==> config.mk <==
export PLATFORM = sky130hd
export DESIGN_NAME = instr_loader
export DESIGN_NICKNAME = d
export VERILOG_FILES = /design/src/rtl/instr_loader.sv
export SDC_FILE = /design/constraint.sdc
export NUM_CORES = 1
export LEC_CHECK = 0
export CAP_MARGIN = 20
export CORE_UTILIZATION = 35
export CTS_CLUSTER_DIAMETER = 80
export CTS_CLUSTER_SIZE = 12
export DETAILED_ROUTE_END_ITERATION = 12
export PLACE_DENSITY = 0.67
export SYNTH_ARGS = -nofsm -noshare
export SYNTH_HDL_FRONTEND = slang
export SYNTH_SLANG_ARGS = --single-unit
==> constraint.sdc <==
create_clock -name CLK -period 3.67 [get_ports CLK]
set_input_delay 0.734 -clock CLK [delete_from_list [all_inputs] [get_ports CLK]]
set_output_delay 0.734 -clock CLK [all_outputs]
set_load 0.03 [all_outputs]
==> src/rtl/instr_loader.sv <==
// Loads 9-bit instructions into instruction memory from a byte stream:
// a length byte, then a low/high byte pair per instruction, written from address 0 upward.
module instr_loader #(
    parameter int unsigned NUM_INSTR = 256
) (
    input  logic       CLK,
    input  logic       init,
    input  logic       start,
    input  logic       in_valid,
    input  logic [7:0] in_data,
    output logic       in_ready,
    output logic       wr_en,
    output logic [7:0] wr_addr,
    output logic [8:0] wr_data,
    output logic [8:0] count,
    output logic       done,
    output logic       error
);

    typedef enum logic [2:0] {
        StIdle,
        StLen,
        StLo,
        StHi,
        StWrite,
        StDone,
        StErr
    } state_t;

    localparam logic [8:0] MaxLen = 9'(NUM_INSTR);

    state_t      r_state;
    logic [7:0]  r_len;
    logic [7:0]  r_lo;
    logic [7:0]  r_addr;
    logic        r_wr_en;
    logic [7:0]  r_wr_addr;
    logic [8:0]  r_wr_data;
    logic [8:0]  r_count;
    logic        r_done;
    logic        r_error;
    logic        w_xfer;

    always_comb begin
        in_ready = (r_state == StLen) || (r_state == StLo) || (r_state == StHi);
    end

    assign w_xfer  = in_valid & in_ready;
    assign wr_en   = r_wr_en;
    assign wr_addr = r_wr_addr;
    assign wr_data = r_wr_data;
    assign count   = r_count;
    assign done    = r_done;
    assign error   = r_error;

    always_ff @(posedge CLK) begin
        if (init) begin
            r_state   <= StIdle;
            r_len     <= 8'd0;
            r_lo      <= 8'd0;
            r_addr    <= 8'd0;
            r_wr_en   <= 1'b0;
            r_wr_addr <= 8'd0;
            r_wr_data <= 9'd0;
            r_count   <= 9'd0;
            r_done    <= 1'b0;
            r_error   <= 1'b0;
        end else begin
            r_wr_en <= 1'b0;
            unique case (r_state)
                StIdle, StDone, StErr: begin
                    if (start) begin
                        r_state <= StLen;
                        r_count <= 9'd0;
                        r_addr  <= 8'd0;
                        r_done  <= 1'b0;
                        r_error <= 1'b0;
                    end
                end
                StLen: begin
                    if (w_xfer) begin
                        r_len <= in_data;
                        if (in_data == 8'd0) begin
                            r_state <= StDone;
                            r_done  <= 1'b1;
                        end else if ({1'b0, in_data} > MaxLen) begin
                            r_state <= StErr;
                            r_error <= 1'b1;
                        end else begin
                            r_state <= StLo;
                        end
                    end
                end
                StLo: begin
                    if (w_xfer) begin
                        r_lo    <= in_data;
                        r_state <= StHi;
                    end
                end
                StHi: begin
                    if (w_xfer) begin
                        // Only bit 0 of the high byte is part of the word; anything else is malformed
                        if (in_data[7:1] != 7'd0) begin
                            r_state <= StErr;
                            r_error <= 1'b1;
                        end else begin
                            r_wr_data <= {in_data[0], r_lo};
                            r_wr_addr <= r_addr;
                            r_wr_en   <= 1'b1;
                            r_state   <= StWrite;
                        end
                    end
                end
                StWrite: begin
                    r_addr  <= r_addr + 8'd1;
                    r_count <= r_count + 9'd1;
                    if (r_count + 9'd1 == {1'b0, r_len}) begin
                        r_state <= StDone;
                        r_done  <= 1'b1;
                    end else begin
                        r_state <= StLo;
                    end
                end
                default: r_state <= StIdle;
            endcase
        end
    end

endmodule

* After elaboration in Yosys (flattened, before gate mapping)
Cells that the tools add are included.
Operators by class: add/sub/neg operators 2, $lt $le $gt $ge 1, eq/ne operators 16, mux-type cells 25, bitwise operators 4, reduce and logical (&&, ||, !) cells 17
Operators by type and width (count):
- 3-bit two-way mux | 7
- 9-bit case mux with 2 select lines | 1
- 8-bit case mux with 2 select lines | 1
- 3-bit case mux with 5 select lines | 1
- 2-bit != test, second input constant | 6
- 1-bit two-way mux | 10
- 9-bit by 1-bit adder with 9-bit output, second input constant | 1
- 3-bit == test, second input constant | 3
- 9-bit by 8-bit == test with 1-bit output | 1
- 8-bit by 9-bit > comparator with 1-bit output, second input constant | 1
- 9-bit two-way mux | 1
- 8-bit by 1-bit adder with 8-bit output, second input constant | 1
- 8-bit zero test | 1
- 8-bit two-way mux | 1
- 7-bit AND reduction | 1
- 7-bit nonzero test | 1
- 3-bit by 2-bit == test with 1-bit output, second input constant | 2
- 2-bit by 1-bit != test with 1-bit output, second input constant | 3
- 1-bit case mux with 3 select lines | 2
- 2-bit AND reduction | 3
- 3-bit nonzero test | 2
- 3-bit OR reduction | 2
- 5-bit AND reduction | 1
- 4-bit AND reduction | 1
- other kinds (8) | 11
Storage, ports and cells: bits in registers 56, input port bits 12, output and inout bits 30, logic and storage cells 75

* Longest topological paths before layout
depth in word-level cells 6, depth in mapped cells 7, mapped depth without buffers 6

* Worst setup path before layout
No wires, ideal clock.
path kind register to register, from reg r_count[1], in the netlist count[1], to reg r_state[1], setup time 0.120 ns, arrival time 2.206 ns, setup slack 1.345 ns, stages on the path, launching flop included 8, buffers on the path 1, cells stage by stage dfxtp_1 -> ha_1 -> buf_2 -> and3_1 -> nand3_1 -> xnor2_1 -> or4_4 -> o31a_1
Between the ends: cells in the longest elaborated chain, start to end 4
Ends and longest elaborated chain:
- start, declared | RTL line 39 | logic [8:0] r_count;
- start signal, assigned | RTL line 116 | r_count <= r_count + 9'd1;
- 9-bit by 1-bit adder with 9-bit output | RTL line 117 | if (r_count + 9'd1 == {1'b0, r_len}) begin
- 9-bit by 8-bit == test with 1-bit output | RTL line 117
- 3-bit two-way mux | RTL line 117
- 3-bit case mux with 5 select lines | RTL line 70 | unique case (r_state)
- end signal, assigned | RTL line 73 | r_state <= StLen;
- end signal, assigned | RTL line 118 | r_state <= StDone;
- end signal, assigned | RTL line 121 | r_state <= StLo;
- end, declared | RTL line 32 | state_t r_state;
No other way between the ends. A chain may end at the register's enable or synchronous reset.

* Final worst setup path
from reg r_state[0], to out in_ready
Between the ends: cells in the longest elaborated chain, start to end 3
Ends and longest elaborated chain:
- start signal, assigned | RTL line 58 | r_state <= StIdle;
- start signal, assigned | RTL line 73
- start signal, assigned | RTL line 84 | r_state <= StDone;
- 3-bit by 1-bit == test with 1-bit output or 3-bit by 2-bit == test with 1-bit output (tied branches) | RTL line 45 | in_ready = (r_state == StLen) || (r_state == StLo) || (r_state == StHi);
- 1-bit logical OR | RTL line 45
- 1-bit logical OR * | RTL line 45
- end, declared | RTL line 11 | output logic in_ready,
Every way passes the cells marked *; elsewhere a longest branch is shown, timed or not.

==> report_table.html <==
<table>
<tr><th>Metric</th><th>Value</th></tr>
<tr><th colspan="2">Pwr</th></tr>
<tr><td>Proportion of power drawn by the clock network</td><td>36.6%</td></tr>
<tr><td>NetSw</td><td>0.2648 mW</td></tr>
<tr><td>Switching Fraction</td><td>23.63%</td></tr>
<tr><td>Sequential share of power</td><td>a little under three fifths</td></tr>
<tr><td>Pwr Total</td><td>roughly 1.1 mW</td></tr>
<tr><td>Leakage</td><td>1.231 nW</td></tr>
<tr><td>PD cells</td><td>between 300 and 400 nW/µm²</td></tr>
<tr><td>Peak supply drop</td><td>0.1712 mV</td></tr>
<tr><td>Int Power</td><td>0.8557 mW</td></tr>
<tr><td>Combinational fraction of design power</td><td>7.8%</td></tr>
<tr><th colspan="2">Worst setup path</th></tr>
<tr><td>Required arrival time at the worst endpoint</td><td>2940 ps</td></tr>
<tr><td>Worst setup EP type</td><td>output port</td></tr>
<tr><td>Startpoint-to-endpoint class of the critical path</td><td>register to output port</td></tr>
<tr><td>Reg2Reg Setup Slack</td><td>approximately 1200 ps</td></tr>
<tr><td>Max FO, Critical Path</td><td>18</td></tr>
<tr><td>Nature of the critical path startpoint</td><td>register</td></tr>
<tr><td>Crit path arrival time</td><td>1960 ps</td></tr>
<tr><th colspan="2">Synthesis</th></tr>
<tr><td>Warning count from the yosys run</td><td>0</td></tr>
<tr><td>Number of synthesized register bits</td><td>56</td></tr>
<tr><td>Number of enable flip-flop cells after synthesis</td><td>0</td></tr>
<tr><td>Post-Syn Nets</td><td>around 360</td></tr>
<tr><td>Post-synthesis cell type count</td><td>56</td></tr>
<tr><td>Synthesized netlist cell count</td><td>341</td></tr>
<tr><td>Share of synthesized area occupied by flip-flops and latches</td><td>39.95%</td></tr>
<tr><td>Mapped cell area</td><td>2806 µm²</td></tr>
<tr><td>Syn_area_per_cell</td><td>8.230 µm²</td></tr>
<tr><td>Proportion of netlist area held by the largest area contributor</td><td>39.95%</td></tr>
<tr><td>Synth area leader</td><td>sky130_fd_sc_hd__dfxtp_1</td></tr>
<tr><td>Top cell types by occurrence after synthesis</td><td>56 x sky130_fd_sc_hd__dfxtp_1, 49 x sky130_fd_sc_hd__nand2_1, 37 x sky130_fd_sc_hd__nor2_1</td></tr>
<tr><td>Top-count cell post-synth</td><td>sky130_fd_sc_hd__dfxtp_1</td></tr>
<tr><td>Async set-or-reset flop fraction in the synthesized netlist</td><td>0%</td></tr>
<tr><td>Most used flip-flop cell after synthesis</td><td>sky130_fd_sc_hd__dfxtp_1</td></tr>
<tr><td>Area contributors post-synth</td><td>sky130_fd_sc_hd__dfxtp_1 40%, sky130_fd_sc_hd__nand2_1 6.6%, sky130_fd_sc_hd__mux2i_1 6.4%</td></tr>
<tr><th colspan="2">Global route</th></tr>
<tr><td>Gr ovfl total</td><td>0</td></tr>
<tr><td>Total track usage</td><td>15.85%</td></tr>
<tr><td>Vias in the first global route</td><td>2318</td></tr>
<tr><td>Maximum number of pins on one net before global-route repair</td><td>33</td></tr>
<tr><td>Wire length of the first global-routing pass</td><td>roughly 11000 µm</td></tr>
<tr><td>Number of antenna violations at the first check in global routing</td><td>0</td></tr>
<tr><th colspan="2">Clock tree</th></tr>
<tr><td>Setup fix buffers added after clock tree synthesis</td><td>0</td></tr>
<tr><td>Clock-pin slew of the registers on the worst-case setup and hold paths</td><td>100 ps</td></tr>
<tr><td>TritonCTS clock tree</td><td>built</td></tr>
<tr><td>Clock tree root buffer cell</td><td>sky130_fd_sc_hd__clkbuf_8</td></tr>
<tr><td>TritonCTS buffer count</td><td>5</td></tr>
<tr><td>TritonCTS Sinks</td><td>56</td></tr>
<tr><td>H-tree level count</td><td>2</td></tr>
<tr><td>Buffers from clock root to sink, at most</td><td>2</td></tr>
<tr><td>Number of buffers inserted for hold repair after clock tree synthesis</td><td>0</td></tr>
<tr><td>Worst skew pair latency</td><td>310 ps</td></tr>
<tr><td>Post-CTS sizing</td><td>0</td></tr>
<tr><th colspan="2">STA</th></tr>
<tr><td>Final worst clock skew</td><td>10.48 ps</td></tr>
<tr><td>Highest clock rate</td><td>0.3707 GHz</td></tr>
<tr><td>Hold WS</td><td>about 460 ps</td></tr>
<tr><td>Max Slew Vio Count</td><td>0</td></tr>
<tr><td>Worst slew pin tran</td><td>777.5 ps</td></tr>
<tr><td>Final critical-path share of the clock period</td><td>73.50%</td></tr>
<tr><td>Final Hold Fails</td><td>0</td></tr>
<tr><td>Sum of negative setup slack</td><td>0 ps</td></tr>
<tr><td>Unrepaired setup endpoints after global routing</td><td>false</td></tr>
<tr><td>Relative slew margins</td><td>48.16%</td></tr>
<tr><td>Final period demand of the worst path</td><td>around 2700 ps</td></tr>
<tr><td>Final number of setup-violating endpoints</td><td>0</td></tr>
<tr><th colspan="2">Routing</th></tr>
<tr><td>Number of DRC markers in iteration 0</td><td>282</td></tr>
<tr><td>Number of detailed-route iterations in the first pass</td><td>4</td></tr>
<tr><td>ANT nets after route</td><td>0</td></tr>
<tr><td>Vias per inst</td><td>5.369</td></tr>
<tr><td>Remaining design rule violation count</td><td>0</td></tr>
<tr><td>WL per Instance</td><td>13.45 µm</td></tr>
<tr><td>Detailed-route wire length</td><td>~6300 µm</td></tr>
<tr><td>Total number of vias</td><td>2529</td></tr>
<tr><th colspan="2">Floorplan</th></tr>
<tr><td>Effective utilization at floorplan</td><td>36.32%</td></tr>
<tr><td>Num rows</td><td>32</td></tr>
<tr><td>Die outline height</td><td>91.55 µm</td></tr>
<tr><td>I/O pin count</td><td>42</td></tr>
<tr><td>Area enclosed by the die boundary</td><td>8380 µm²</td></tr>
<tr><td>Horizontal die dimension</td><td>between 90 and 100 µm</td></tr>
<tr><td>CORE AREA</td><td>7727 µm²</td></tr>
<tr><th colspan="2">Finish</th></tr>
<tr><td>Final design instance area without fill</td><td>between 3000 and 4000 µm²</td></tr>
<tr><td>Fraction of final layout cells with drive strength greater than 1</td><td>5.149%</td></tr>
<tr><td>Area delta synth-&gt;final</td><td>18.46%</td></tr>
<tr><td>Diode insertion count for antenna repair</td><td>0</td></tr>
<tr><td>Total number of nets in the final design</td><td>382</td></tr>
<tr><th colspan="2">Worst hold path</th></tr>
<tr><td>Worst min-delay path category</td><td>register to register</td></tr>
<tr><th colspan="2">Placed design</th></tr>
<tr><td>Detailed-placement wirelength estimate</td><td>between 4000 and 5000 µm</td></tr>
<tr><td>Gpl congestion</td><td>0.8506</td></tr>
<tr><td>Number of input and output port buffers inserted</td><td>41</td></tr>
<tr><td>Post-Place Cell Area</td><td>3213 µm²</td></tr>
<tr><th colspan="2">Run status</th></tr>
<tr><td>Result of the run</td><td>complete, no violations</td></tr>
<tr><th colspan="2">Run</th></tr>
<tr><td>Max-cap viol count</td><td>0</td></tr>
</table>
==> per-stage QoR <==
stage | cells | setup slack (ps) | utilization, %
detailed placement | 463 | 875.6 | 41.58
CTS | 471 | 983.3 | 43.02
global route | 471 | 856.9 | 43.02
floorplan | 341 | 1345 | -
finish | 471 | 972.6 | 43.02
global placement | 463 | 906.5 | 41.58
==> logic make-up (layout without fill, tap and decap cells) <==
kind of cell,after synthesis,after routing,share of synthesized area (%)
AND/OR/NAND/NOR,146,146,25.59
AO/OA/AOI/OAI,78,78,16.85
flip-flops,56,56,39.95
buffers and inverters,29,57,6.464
multiplexers,19,19,6.821
XOR/XNOR,11,11,3.433
adder cells (fa/ha/maj),2,2,0.8915
==> layout make-up <==
| type | instances | area, µm² |
|---|---|---|
| Sequential cell | 56 | 1121 |
| Clock buffer | 6 | 72.57 |
| Tap cell | 102 | 127.6 |
| Timing Repair Buffer | 44 | 427.9 |
| Multi-Input combinational cell | 256 | 1504 |
| Inverter | 5 | 32.53 |
| Clock inverter | 2 | 38.79 |
| Fill cell | 760 | 4403 |
==> layout by cell type, fill, tap and decap left out, types with 3 or more instances in the layout <==
| cell | synthesis | routed |
|---|---|---|
| sky130_fd_sc_hd__a21o_1 | 3 | 3 |
| sky130_fd_sc_hd__a21oi_1 | 32 | 32 |
| sky130_fd_sc_hd__a311oi_1 | 3 | 3 |
| sky130_fd_sc_hd__a31oi_1 | 7 | 7 |
| sky130_fd_sc_hd__and3_1 | 3 | 3 |
| sky130_fd_sc_hd__buf_4 | 1 | 3 |
| sky130_fd_sc_hd__clkbuf_8 | 1 | 5 |
| sky130_fd_sc_hd__clkdlybuf4s50_1 | 0 | 40 |
| sky130_fd_sc_hd__dfxtp_1 | 56 | 56 |
| sky130_fd_sc_hd__mux2i_1 | 18 | 18 |
| sky130_fd_sc_hd__nand2_1 | 49 | 49 |
| sky130_fd_sc_hd__nand2b_1 | 3 | 3 |
| sky130_fd_sc_hd__nand3_1 | 11 | 11 |
| sky130_fd_sc_hd__nand3b_1 | 5 | 5 |
| sky130_fd_sc_hd__nand4_1 | 3 | 3 |
| sky130_fd_sc_hd__nor2_1 | 37 | 37 |
| sky130_fd_sc_hd__nor3_1 | 7 | 7 |
| sky130_fd_sc_hd__o21ai_0 | 8 | 8 |
| sky130_fd_sc_hd__o21ai_1 | 9 | 9 |
| sky130_fd_sc_hd__or3_1 | 9 | 9 |
| sky130_fd_sc_hd__or4_4 | 3 | 3 |
| sky130_fd_sc_hd__xnor2_1 | 5 | 5 |
| sky130_fd_sc_hd__xor2_1 | 6 | 6 |
==> sequential cells by signal (all words and copies together), names as in the netlist <==
name	count
done	1
wr_addr	8
wr_en	1
r_lo	8
wr_data	9
r_state	3
r_addr	8
error	1
r_len	8
count	9
==> worst max-delay path, stage by stage, from the launching register on <==
cell and delay (ps):
sky130_fd_sc_hd__dfxtp_1 690, sky130_fd_sc_hd__o21bai_1 200, sky130_fd_sc_hd__inv_1 100, sky130_fd_sc_hd__clkdlybuf4s50_1 660
==> per-layer routing <==
metal  part of all wire [%]  GRT usage [%]  up-vias  wire length (µm)
met1                     47          21.64     1205              2986
met3                    4.1          2.261        7               260
li1                       -              -     1259                 -
met5                      0              0        -                 0
met4                    1.3          5.820        0                80
met2                     47          25.25       58              3004
==> power by group through the flow <==
stage	clock [mW]	sequential, mW	combinational [mW]
2_1_floorplan	0	0.630	0.0671
3_3_place_gp	0	0.637	0.0869
3_5_place_dp	0	0.637	0.0873
4_1_cts	0.417	0.623	0.0876
5_1_grt	0.439	0.625	0.0972
6_report	0.410	0.624	0.0875
==> final timing paths <==
kind / start / to / cells after the start
hold reg to reg: r_lo[2]$_SDFFE_PP0P_ / r_lo[2]$_SDFFE_PP0P_ / 2
setup / recovery: r_state[0]$_SDFFE_PP0P_ / in_ready / 3
hold / removal: r_lo[2]$_SDFFE_PP0P_ / r_lo[2]$_SDFFE_PP0P_ / 2
setup reg to reg: count[0]$_SDFFE_PP0P_ / r_state[1]$_SDFFE_PP0P_ / 6
Power figures use the tool's default switching activity.
